File: src/rtl/alu_pkg.sv
// Shared definitions for the ALU issue block: op-codes, flag indices, condition codes, FSM states.
// Conditional execution is compiled in with the ALU_ISSUE_CONDEXEC_EN macro (see alu_issue).
package alu_pkg;

    localparam logic [3:0] OP_ADD = 4'b0000;
    localparam logic [3:0] OP_SUB = 4'b0001;
    localparam logic [3:0] OP_AND = 4'b0010;
    localparam logic [3:0] OP_OR  = 4'b0011;
    localparam logic [3:0] OP_XOR = 4'b0100;
    localparam logic [3:0] OP_NOT = 4'b0101;
    localparam logic [3:0] OP_SHL = 4'b0110;
    localparam logic [3:0] OP_SHR = 4'b0111;
    localparam logic [3:0] OP_SRA = 4'b1000;
    localparam logic [3:0] OP_ROL = 4'b1001;
    localparam logic [3:0] OP_ROR = 4'b1010;
    localparam logic [3:0] OP_MUL = 4'b1011;

    // Bit positions inside flags_q = {V,C,Z}.
    localparam int FLAG_Z = 0;
    localparam int FLAG_C = 1;
    localparam int FLAG_V = 2;

    localparam logic [1:0] COND_ALWAYS = 2'b00;
    localparam logic [1:0] COND_Z      = 2'b01;
    localparam logic [1:0] COND_C      = 2'b10;
    localparam logic [1:0] COND_V      = 2'b11;

    typedef enum logic {
        IDLE = 1'b0,
        EXEC = 1'b1
    } state_e;

    function automatic logic op_defined(input logic [3:0] op);
        return op <= OP_MUL;
    endfunction

    function automatic logic cond_pass(input logic [1:0] cond, input logic [2:0] flags);
        logic pass;
        pass = 1'b1;
        case (cond)
            COND_ALWAYS: pass = 1'b1;
            COND_Z:      pass = flags[FLAG_Z];
            COND_C:      pass = flags[FLAG_C];
            COND_V:      pass = flags[FLAG_V];
            default:     pass = 1'b1;
        endcase
        return pass;
    endfunction

endpackage

File: src/rtl/alu_regfile.sv
// Register file: NREGS x DATA_W, two operand read ports, one debug read port, one write port.
// R0 reads as zero and ignores writes.
module alu_regfile #(
    parameter int DATA_W = 8,
    parameter int NREGS  = 8,
    parameter int AW     = $clog2(NREGS)
) (
    input  logic              clk,
    input  logic              rst_n,
    input  logic [AW-1:0]     ra1,
    output logic [DATA_W-1:0] rd1,
    input  logic [AW-1:0]     ra2,
    output logic [DATA_W-1:0] rd2,
    input  logic [AW-1:0]     dbg_addr,
    output logic [DATA_W-1:0] dbg_data,
    input  logic              we,
    input  logic [AW-1:0]     wa,
    input  logic [DATA_W-1:0] wd
);

    logic [DATA_W-1:0] mem [NREGS];

    // NOTE: the storage is reset because every register must read zero after reset;
    // this rules out RAM-macro inference, which is acceptable at this depth.
    always_ff @(posedge clk or negedge rst_n) begin
        if (!rst_n) begin
            for (int i = 0; i < NREGS; i++) begin
                mem[i] <= '0;
            end
        end else if (we && (wa != '0)) begin
            mem[wa] <= wd;
        end
    end

    assign rd1      = (ra1      == '0) ? '0 : mem[ra1];
    assign rd2      = (ra2      == '0) ? '0 : mem[ra2];
    assign dbg_data = (dbg_addr == '0) ? '0 : mem[dbg_addr];

endmodule

File: src/rtl/alu_issue.sv
// Two-cycle issue/writeback wrapper around an external combinational ALU.
// Define ALU_ISSUE_CONDEXEC_EN to enable conditional execution on flags_q via instr_cond.
module alu_issue #(
    parameter int DATA_W = 8,
    parameter int NREGS  = 8
) (
    input  logic              clk,
    input  logic              rst_n,
    input  logic              instr_valid,
    output logic              instr_ready,
    input  logic [3:0]        instr_op,
    input  logic [2:0]        instr_rd,
    input  logic [2:0]        instr_rs1,
    input  logic [2:0]        instr_rs2,
    input  logic              instr_use_imm,
    input  logic [DATA_W-1:0] instr_imm,
    input  logic [1:0]        instr_cond,
    output logic [DATA_W-1:0] alu_a,
    output logic [DATA_W-1:0] alu_b,
    output logic [3:0]        alu_op,
    input  logic [DATA_W-1:0] alu_result,
    input  logic              alu_zero,
    input  logic              alu_carry,
    input  logic              alu_overflow,
    output logic              wb_valid,
    output logic [2:0]        wb_rd,
    output logic [DATA_W-1:0] wb_data,
    output logic [2:0]        flags_q,
    input  logic [2:0]        dbg_addr,
    output logic [DATA_W-1:0] dbg_data
);

    import alu_pkg::*;

    localparam int AW = $clog2(NREGS);

`ifdef ALU_ISSUE_CONDEXEC_EN
    localparam bit COND_EN = 1'b1;
`else
    localparam bit COND_EN = 1'b0;
`endif

    state_e            state_q, state_d;
    logic [DATA_W-1:0] a_q, b_q;
    logic [3:0]        op_q;
    logic [2:0]        rd_q;
    logic [1:0]        cond_q;
    logic [DATA_W-1:0] rs1_data, rs2_data;
    logic              accept;
    logic              commit;

    assign instr_ready = (state_q == IDLE);
    assign accept      = instr_valid && instr_ready;

    // flags_q only moves on a commit edge, so testing it in EXEC equals testing it at accept.
    assign commit = (state_q == EXEC) && op_defined(op_q) &&
                    (!COND_EN || cond_pass(cond_q, flags_q));

    assign alu_a  = a_q;
    assign alu_b  = b_q;
    assign alu_op = op_q;

    always_ff @(posedge clk or negedge rst_n) begin
        if (!rst_n) begin
            state_q <= IDLE;
        end else begin
            state_q <= state_d;
        end
    end

    // NOTE: state_d gets its default before the case so no path leaves it unassigned (no latch).
    always_comb begin
        state_d = state_q;
        case (state_q)
            IDLE:    if (accept) state_d = EXEC;
            EXEC:    state_d = IDLE;
            default: state_d = IDLE;
        endcase
    end

    always_ff @(posedge clk or negedge rst_n) begin
        if (!rst_n) begin
            a_q      <= '0;
            b_q      <= '0;
            op_q     <= '0;
            rd_q     <= '0;
            cond_q   <= '0;
            flags_q  <= '0;
            wb_rd    <= '0;
            wb_data  <= '0;
            wb_valid <= 1'b0;
        end else begin
            // NOTE: non-blocking default-then-override: the later assignment wins, giving a one-cycle pulse.
            wb_valid <= 1'b0;
            if (accept) begin
                op_q   <= instr_op;
                rd_q   <= instr_rd;
                cond_q <= instr_cond;
                a_q    <= rs1_data;
                b_q    <= instr_use_imm ? instr_imm : rs2_data;
            end
            if (commit) begin
                flags_q  <= {alu_overflow, alu_carry, alu_zero};
                wb_rd    <= rd_q;
                wb_data  <= alu_result;
                wb_valid <= 1'b1;
            end
        end
    end

    alu_regfile #(
        .DATA_W (DATA_W),
        .NREGS  (NREGS),
        .AW     (AW)
    ) u_regfile (
        .clk      (clk),
        .rst_n    (rst_n),
        .ra1      (instr_rs1[AW-1:0]),
        .rd1      (rs1_data),
        .ra2      (instr_rs2[AW-1:0]),
        .rd2      (rs2_data),
        .dbg_addr (dbg_addr[AW-1:0]),
        .dbg_data (dbg_data),
        .we       (commit),
        .wa       (rd_q[AW-1:0]),
        .wd       (alu_result)
    );

endmodule

File: config.mk
export PLATFORM = sky130hd
export DESIGN_NAME = alu_issue
export DESIGN_NICKNAME = d
export VERILOG_FILES = /design/src/rtl/alu_pkg.sv /design/src/rtl/alu_regfile.sv /design/src/rtl/alu_issue.sv
export SDC_FILE = /design/constraint.sdc
export NUM_CORES = 1
export LEC_CHECK = 0
export CAP_MARGIN = 20
export CORE_AREA = 2 2 101 103
export CTS_CLUSTER_SIZE = 10
export DETAILED_ROUTE_END_ITERATION = 10
export DIE_AREA = 0 0 103 105
export HOLD_SLACK_MARGIN = 0.1
export PLACE_DENSITY_LB_ADDON = 0.1
export SYNTH_ARGS = -nofsm -noshare
export SYNTH_HDL_FRONTEND = slang
export SYNTH_SLANG_ARGS = --single-unit
File: constraint.sdc
create_clock -name clk -period 2.8 [get_ports clk]
set_clock_uncertainty 0.15 [all_clocks]
set_input_delay 0.56 -clock clk [delete_from_list [all_inputs] [get_ports clk]]
set_output_delay 0.56 -clock clk [all_outputs]
set_load 0.005 [all_outputs]
==> impl_metrics.env, run 1 <==
export IMPL_end_kind="output pin"
export IMPL_synth_fp_nets=457
export IMPL_switching_share_pct=31.5
export IMPL_p_sw_w=0.00151
export IMPL_crit_fanout=7
export IMPL_setup_violations=0
export IMPL_critPathMaxStageDelay_ps=530
export IMPL_grt_overflow=0
export IMPL_yosys_warnings=0
export IMPL_io_pins=85
export IMPL_cts_path_max_buffers=2
export IMPL_synthFlopType="dfrtp_1"
export IMPL_drc=0
export IMPL_dp_hpwl_um=9110
export IMPL_max_freq_ghz=0.360
export IMPL_hold_class="flip-flop to flip-flop"
export IMPL_die_w_um=103
export IMPL_cts_tree="yes"
export IMPL_ys_async_sr_fraction_pct=100
export IMPL_fp_dieH_um=105
export IMPL_yosysUniqueCellTypes=37
export IMPL_ys_top_cells_by_area="dfrtp_1 (47%), mux2_2 (17%), mux2i_1 (7.6%)"
export IMPL_internal_power_w=0.00328
export IMPL_clkPwrFrac_pct=17.0
export IMPL_max_cap_violations=0
export IMPL_dr_pass1_iters=5
export IMPL_nets=554
export IMPL_vias=3851
export IMPL_outcome="completed"
export IMPL_clock_sinks=95
export IMPL_tns_ps=0
export IMPL_arrival_ps=2060
export IMPL_grt_pass1_wl_um=21200
export IMPL_synth_edf_count=0
export IMPL_seqPwrFrac_pct=48.5
export IMPL_worstPathRequired_ps=2090
export IMPL_clk_pin_slew_ps=90
export IMPL_syn_area_um2=5040
export IMPL_yosysSeqAreaShare_pct=47.2
export IMPL_setup_ws_ps=25.4
export IMPL_synth_seq_cells=95
export IMPL_place_area_um2=6140
export IMPL_post_synth_top_area_cell="dfrtp_1"
export IMPL_drt_iter0_markers=249
export IMPL_worstPathCellList="buf_2, bufbuf_16, nor2b_1, buf_4, a22oi_1, o21ai_1, clkdlybuf4s50_1"
export IMPL_critPathKind="primary input to output pin"
export IMPL_p_leak_nw=2.78
export IMPL_drive_gt1_share_pct=28.7
export IMPL_period_needed_ps=2770
export IMPL_final_hold_viol_count=0
export IMPL_io_buffer_count=82
export IMPL_critPathSlowestCell="clkdlybuf4s50_1"
export IMPL_fin_area_um2=6390
export IMPL_numCtsBuffers=9
export IMPL_insertedDiodeCount=0
export IMPL_ir_worst_vdd_mv=0.403
export IMPL_avgSynthCellArea_um2=12.1
export IMPL_grtUsageTotal_pct=26.2
export IMPL_fin_crit_sh_pct=99.1
export IMPL_num_rows=36
export IMPL_power_density_nw_per_um2=750
export IMPL_totalWireLength_um=13600
export IMPL_post_route_util_pct=66.3
export IMPL_synth_top_area_share_pct=47.2
export IMPL_syn_inst=416
export IMPL_core_area_um2=9640
export IMPL_h_tree_depth=3
export IMPL_globalplace_congestion=0.880
export IMPL_vias_per_cell=5.93
export IMPL_antenna_found_initial=0
export IMPL_grt_max_degree=53
export IMPL_slew_violations=0
export IMPL_pwr_share_comb_pct=34.6
export IMPL_cts_root_buf="clkbuf_8"
export IMPL_dp_slack_ps=-320
export IMPL_cp_start_kind="primary input"
export IMPL_grt_pass1_vias=3798
export IMPL_ant_nets=0
export IMPL_die_area_um2=10800
export IMPL_relSlewSlack_pct=50.1
export IMPL_tightest_slew_ps=748
export IMPL_initial_core_util_pct=52.2
export IMPL_wl_per_cell_um=21.0
export IMPL_clk_latency_ps=370
export IMPL_syn_to_final_growth_pct=26.9
per-layer routing:
| layer | vias to the layer above | GRT usage, % | routed length [um] |
|---|---|---|---|
| met2 | 174 | 38.4 | 6120 |
| met1 | 1920 | 39.2 | 6240 |
| met3 | 20 | 4.95 | 1020 |
| li1 | 1737 | - | - |
| met5 | - | 0 | 0 |
| met4 | 0 | 8.18 | 261 |
stage by stage:
step,cells,total power [W],hold slack [ps]
6_report,649,0.00479,330
3_3_place_gp,629,0.00390,265
5_1_grt,649,0.00505,371
3_5_place_dp,629,0.00397,265
4_1_cts,647,0.00479,335
2_1_floorplan,416,0.00325,114
Yosys cell counts (2+ instances only):
cell and count:
buf_4 2, o21ai_0 15, buf_2 15, nand2_1 45
buf_1 2, o22a_1 7, nand2b_1 8, o221ai_1 12
dfrtp_1 95, mux2i_1 38, nor2_2 2, inv_1 2
nand3b_1 3, mux4_2 10, a21oi_1 11, clkbuf_1 9
mux2_2 77, nor2b_1 4, mux2_4 8, nor2_1 9
a2bb2oi_1 5, a22oi_1 12, a211oi_1 7, nand3_1 4
a221o_1 2
final cells by class:
cell class / instances / area (um^2)
timing repair buffer: 115 / 1160
sequential: 95 / 2380
fill: 785 / 3250
clock buffer: 13 / 159
multi-input combinational: 289 / 2510
tap: 133 / 166
inverter: 3 / 11.3
clock inverter: 1 / 5.00
power by group through the flow:
stage / Sequential [W] / Clock [W] / Combinational (W)
floorplan: 0.00219 / 0 / 0.00107
global placement: 0.00229 / 0 / 0.00160
detailed placement: 0.00232 / 0 / 0.00164
CTS: 0.00230 / 0.000836 / 0.00166
global route: 0.00238 / 0.000875 / 0.00179
finish: 0.00232 / 0.000813 / 0.00166
timing repair:
item,4_1_cts,5_1_grt
endpoints found under the setup margin,8,5
hold buffers,1,0
resized for setup,16,5
gates cloned,1,0
buffers inserted,2,2
pin swaps,2,1
endpoints found under the hold margin,10,0
worst max-delay path, delay by kind of cell:
family,cells,cell delay (ps)
AO/OA/AOI/OAI,2,260
buffers and inverters,4,1100
AND/OR/NAND/NOR,1,140
state kept, by name, indices dropped and copies added (netlist names):
| register | cells |
|---|---|
| flags_q | 3 |
| alu_b | 8 |
| u_regfile.mem | 56 |
| alu_op | 4 |
| wb_rd | 3 |
| alu_a | 8 |
| wb_valid | 1 |
| state_q | 1 |
| wb_data | 8 |
| rd_q | 3 |
cells by family (layout without fill, tap and decap cells):
family	Yosys count	in the layout	share of synthesized area [%]
mux	133	133	31.6
compound gates	77	77	10.9
buf+inv	32	132	3.06
flops	95	95	47.2
simple gates	79	79	7.23
path summary, 6_finish.rpt:
kind | startpoint | end | slack [ps] | cells past startpoint
worst max-delay path | dbg_addr[0] | dbg_data[3] | 30 | 7
worst min-delay path | alu_op[1]$_DFFE_PN0P_ | alu_op[1]$_DFFE_PN0P_ | 330 | 2
worst max register to register | alu_op[3]$_DFFE_PN0P_ | u_regfile.mem[26]$_DFFE_PN0P_ | 650 | 4
worst min register to register | alu_op[1]$_DFFE_PN0P_ | alu_op[1]$_DFFE_PN0P_ | 330 | 2
max in group asynchronous | rst_n | u_regfile.mem[11]$_DFFE_PN0P_ | 1410 | 3
min in group asynchronous | rst_n | u_regfile.mem[24]$_DFFE_PN0P_ | 410 | 2
layout by cell type, fill, tap and decap left out, types with 11 or more instances in the layout:
master and count:
a21oi_1 11, a22oi_1 12, buf_4 25, clkbuf_8 11, clkdlybuf4s50_1 74, dfrtp_1 95, mux2_2 77, mux2i_1 38
nand2_1 45, o221ai_1 12
No activity file was read; power rests on OpenSTA's default activity.
==> run 2, diff against run 1 <==
Settings changed: CORE_AREA 2 2 101 103 to 2 2 97 99, DIE_AREA 0 0 103 105 to 0 0 99 101.
Clock period 2.8 ns to 3.4 ns, I/O delays scaled along.
==> impl_metrics.env, run 2 (synthesis results as in run 1) <==
export IMPL_clk_pin_slew_ps=110
export IMPL_end_kind="output pin"
export IMPL_io_pins=85
export IMPL_drive_gt1_share_pct=26.7
export IMPL_insertedDiodeCount=0
export IMPL_grt_max_degree=64
export IMPL_hold_class="primary input to async pin"
export IMPL_period_needed_ps=3270
export IMPL_wl_per_cell_um=21.9
export IMPL_drt_iter0_markers=276
export IMPL_num_rows=35
export IMPL_r2r_end="u_regfile.mem[17]$_DFFE_PN0P_"
export IMPL_drc=0
export IMPL_final_hold_viol_count=0
export IMPL_dr_pass1_iters=4
export IMPL_grt_pass1_vias=3763
export IMPL_h_tree_depth=3
export IMPL_outcome="completed"
export IMPL_r2r_slack_ps=1170
export IMPL_antenna_found_initial=0
export IMPL_ir_worst_vdd_mv=0.406
export IMPL_power_w=0.00395
export IMPL_tightest_slew_ps=1090
export IMPL_p_sw_w=0.00126
export IMPL_pwr_share_comb_pct=34.2
export IMPL_fin_crit_sh_pct=96.2
export IMPL_max_freq_ghz=0.306
export IMPL_grtUsageTotal_pct=28.2
export IMPL_largest_reg_flops=56
export IMPL_ctsHoldBuffers=0
export IMPL_p_leak_nw=2.68
export IMPL_switching_share_pct=32.0
export IMPL_layout_commonest_cell="dfrtp_1"
export IMPL_hold_ws_ps=257
export IMPL_globalplace_congestion=0.896
export IMPL_slew_violations=0
export IMPL_layout_common_cells="dfrtp_1 (95), clkdlybuf4s50_1 (79), mux2_2 (77), nand2_1 (45), mux2i_1 (38)"
export IMPL_clkPwrFrac_pct=17.5
export IMPL_critPathKind="primary input to output pin"
export IMPL_cts_tree="yes"
export IMPL_worst_r2r_path_depth=4
export IMPL_worstPathRequired_ps=2570
export IMPL_core_area_um2=8980
export IMPL_die_w_um=99
export IMPL_startpoint="dbg_addr[0]"
export IMPL_setup_violations=0
export IMPL_grt_pass1_wl_um=21300
export IMPL_cts_root_buf="clkbuf_8"
export IMPL_setup_ws_ps=128
export IMPL_rsz0062_at_grt="no"
export IMPL_relSlewSlack_pct=27.2
export IMPL_crit_fanout=7
export IMPL_totalWireLength_um=13500
export IMPL_internal_power_w=0.00269
export IMPL_fp_dieH_um=101
export IMPL_vias_per_cell=6.24
export IMPL_numCtsBuffers=9
export IMPL_clock_sinks=95
export IMPL_grt_overflow=0
export IMPL_cp_start_kind="primary input"
export IMPL_stdcell_count=616
export IMPL_dp_slack_ps=42.9
export IMPL_cts_path_max_buffers=2
export IMPL_place_inst=598
export IMPL_syn_to_final_growth_pct=24.2
export IMPL_initial_core_util_pct=56.1
export IMPL_seqPwrFrac_pct=48.3
export IMPL_max_cap_violations=0
export IMPL_ant_nets=0
export IMPL_rr_startpoint="alu_op[3]$_DFFE_PN0P_"
export IMPL_io_buffer_count=82
export IMPL_dp_hpwl_um=9070
export IMPL_arrival_ps=2440
export IMPL_top_register="u_regfile.mem"
export IMPL_die_area_um2=10000
export IMPL_nets=541
export IMPL_clk_latency_ps=360
export IMPL_power_density_nw_per_um2=632
export IMPL_vias=3846
export IMPL_tns_ps=0
-- run 2: cell count changes in the layout (fill, tap and decap cells not counted), moves of 2 or more --
cell,before,now
buf_4,25,16
clkinvlp_4,0,3
dlygate4sd2_1,3,1
o21ai_0,9,13
o21ai_1,7,3
buf_6,2,0
clkdlybuf4s50_1,74,79
-- run 2: through the flow --
stage	instance area, um^2	util, %
global placement	6040	67.2
CTS	6250	69.6
floorplan	5040	-
global route	6250	69.7
detailed placement	6040	67.2
finish	6250	69.7
-- run 2: worst max-delay path, stage by stage --
cell             delay, ps
dlygate4sd2_1          300
bufbuf_16              300
nor2b_1                160
buf_4                  180
a22oi_1                100
o21ai_0                190
clkdlybuf4s50_1        530
-- run 2: worst max path at each step --
stage	to	slack, ps	cells after the start
after floorplan	dbg_data[4]	780	5
after global placement	dbg_data[7]	50	6
after detailed placement	dbg_data[7]	40	6
after CTS	dbg_data[5]	50	6
after global routing	dbg_data[5]	30	7
final	dbg_data[3]	130	7
-- run 2: area by class of cell --
class | count | area [um^2]
clock buffers | 12 | 145
repair buffers | 102 | 1040
multi-input cells | 289 | 2500
well taps | 111 | 139
clock inverters | 4 | 31.3
fillers | 657 | 2720
inverters | 3 | 11.3
flip-flops and latches | 95 | 2380
-- run 2: routing by layer --
| metal | up-vias | wire length (um) | GRT usage, % |
|---|---|---|---|
| li1 | 1723 | - | - |
| met1 | 1928 | 5930 | 41.7 |
| met2 | 176 | 6460 | 44.5 |
| met3 | 19 | 927 | 3.26 |
| met4 | 0 | 190 | 7.69 |
| met5 | - | 0 | 0 |
-- run 2: what timing repair did --
item,4_1_cts,5_1_grt
setup buffers,1,0
cloned,1,0
endpoints found under the setup margin,1,3
gates resized for setup,3,1
-- run 2: power by group through the flow --
stage                     registers (W)  clock network, W  logic, W
after CTS                       0.00189          0.000706   0.00136
after detailed placement        0.00191                 0   0.00134
after global routing            0.00197          0.000755   0.00147
final                           0.00191          0.000694   0.00135
after floorplan                 0.00180                 0  0.000878
after global placement          0.00189                 0   0.00130
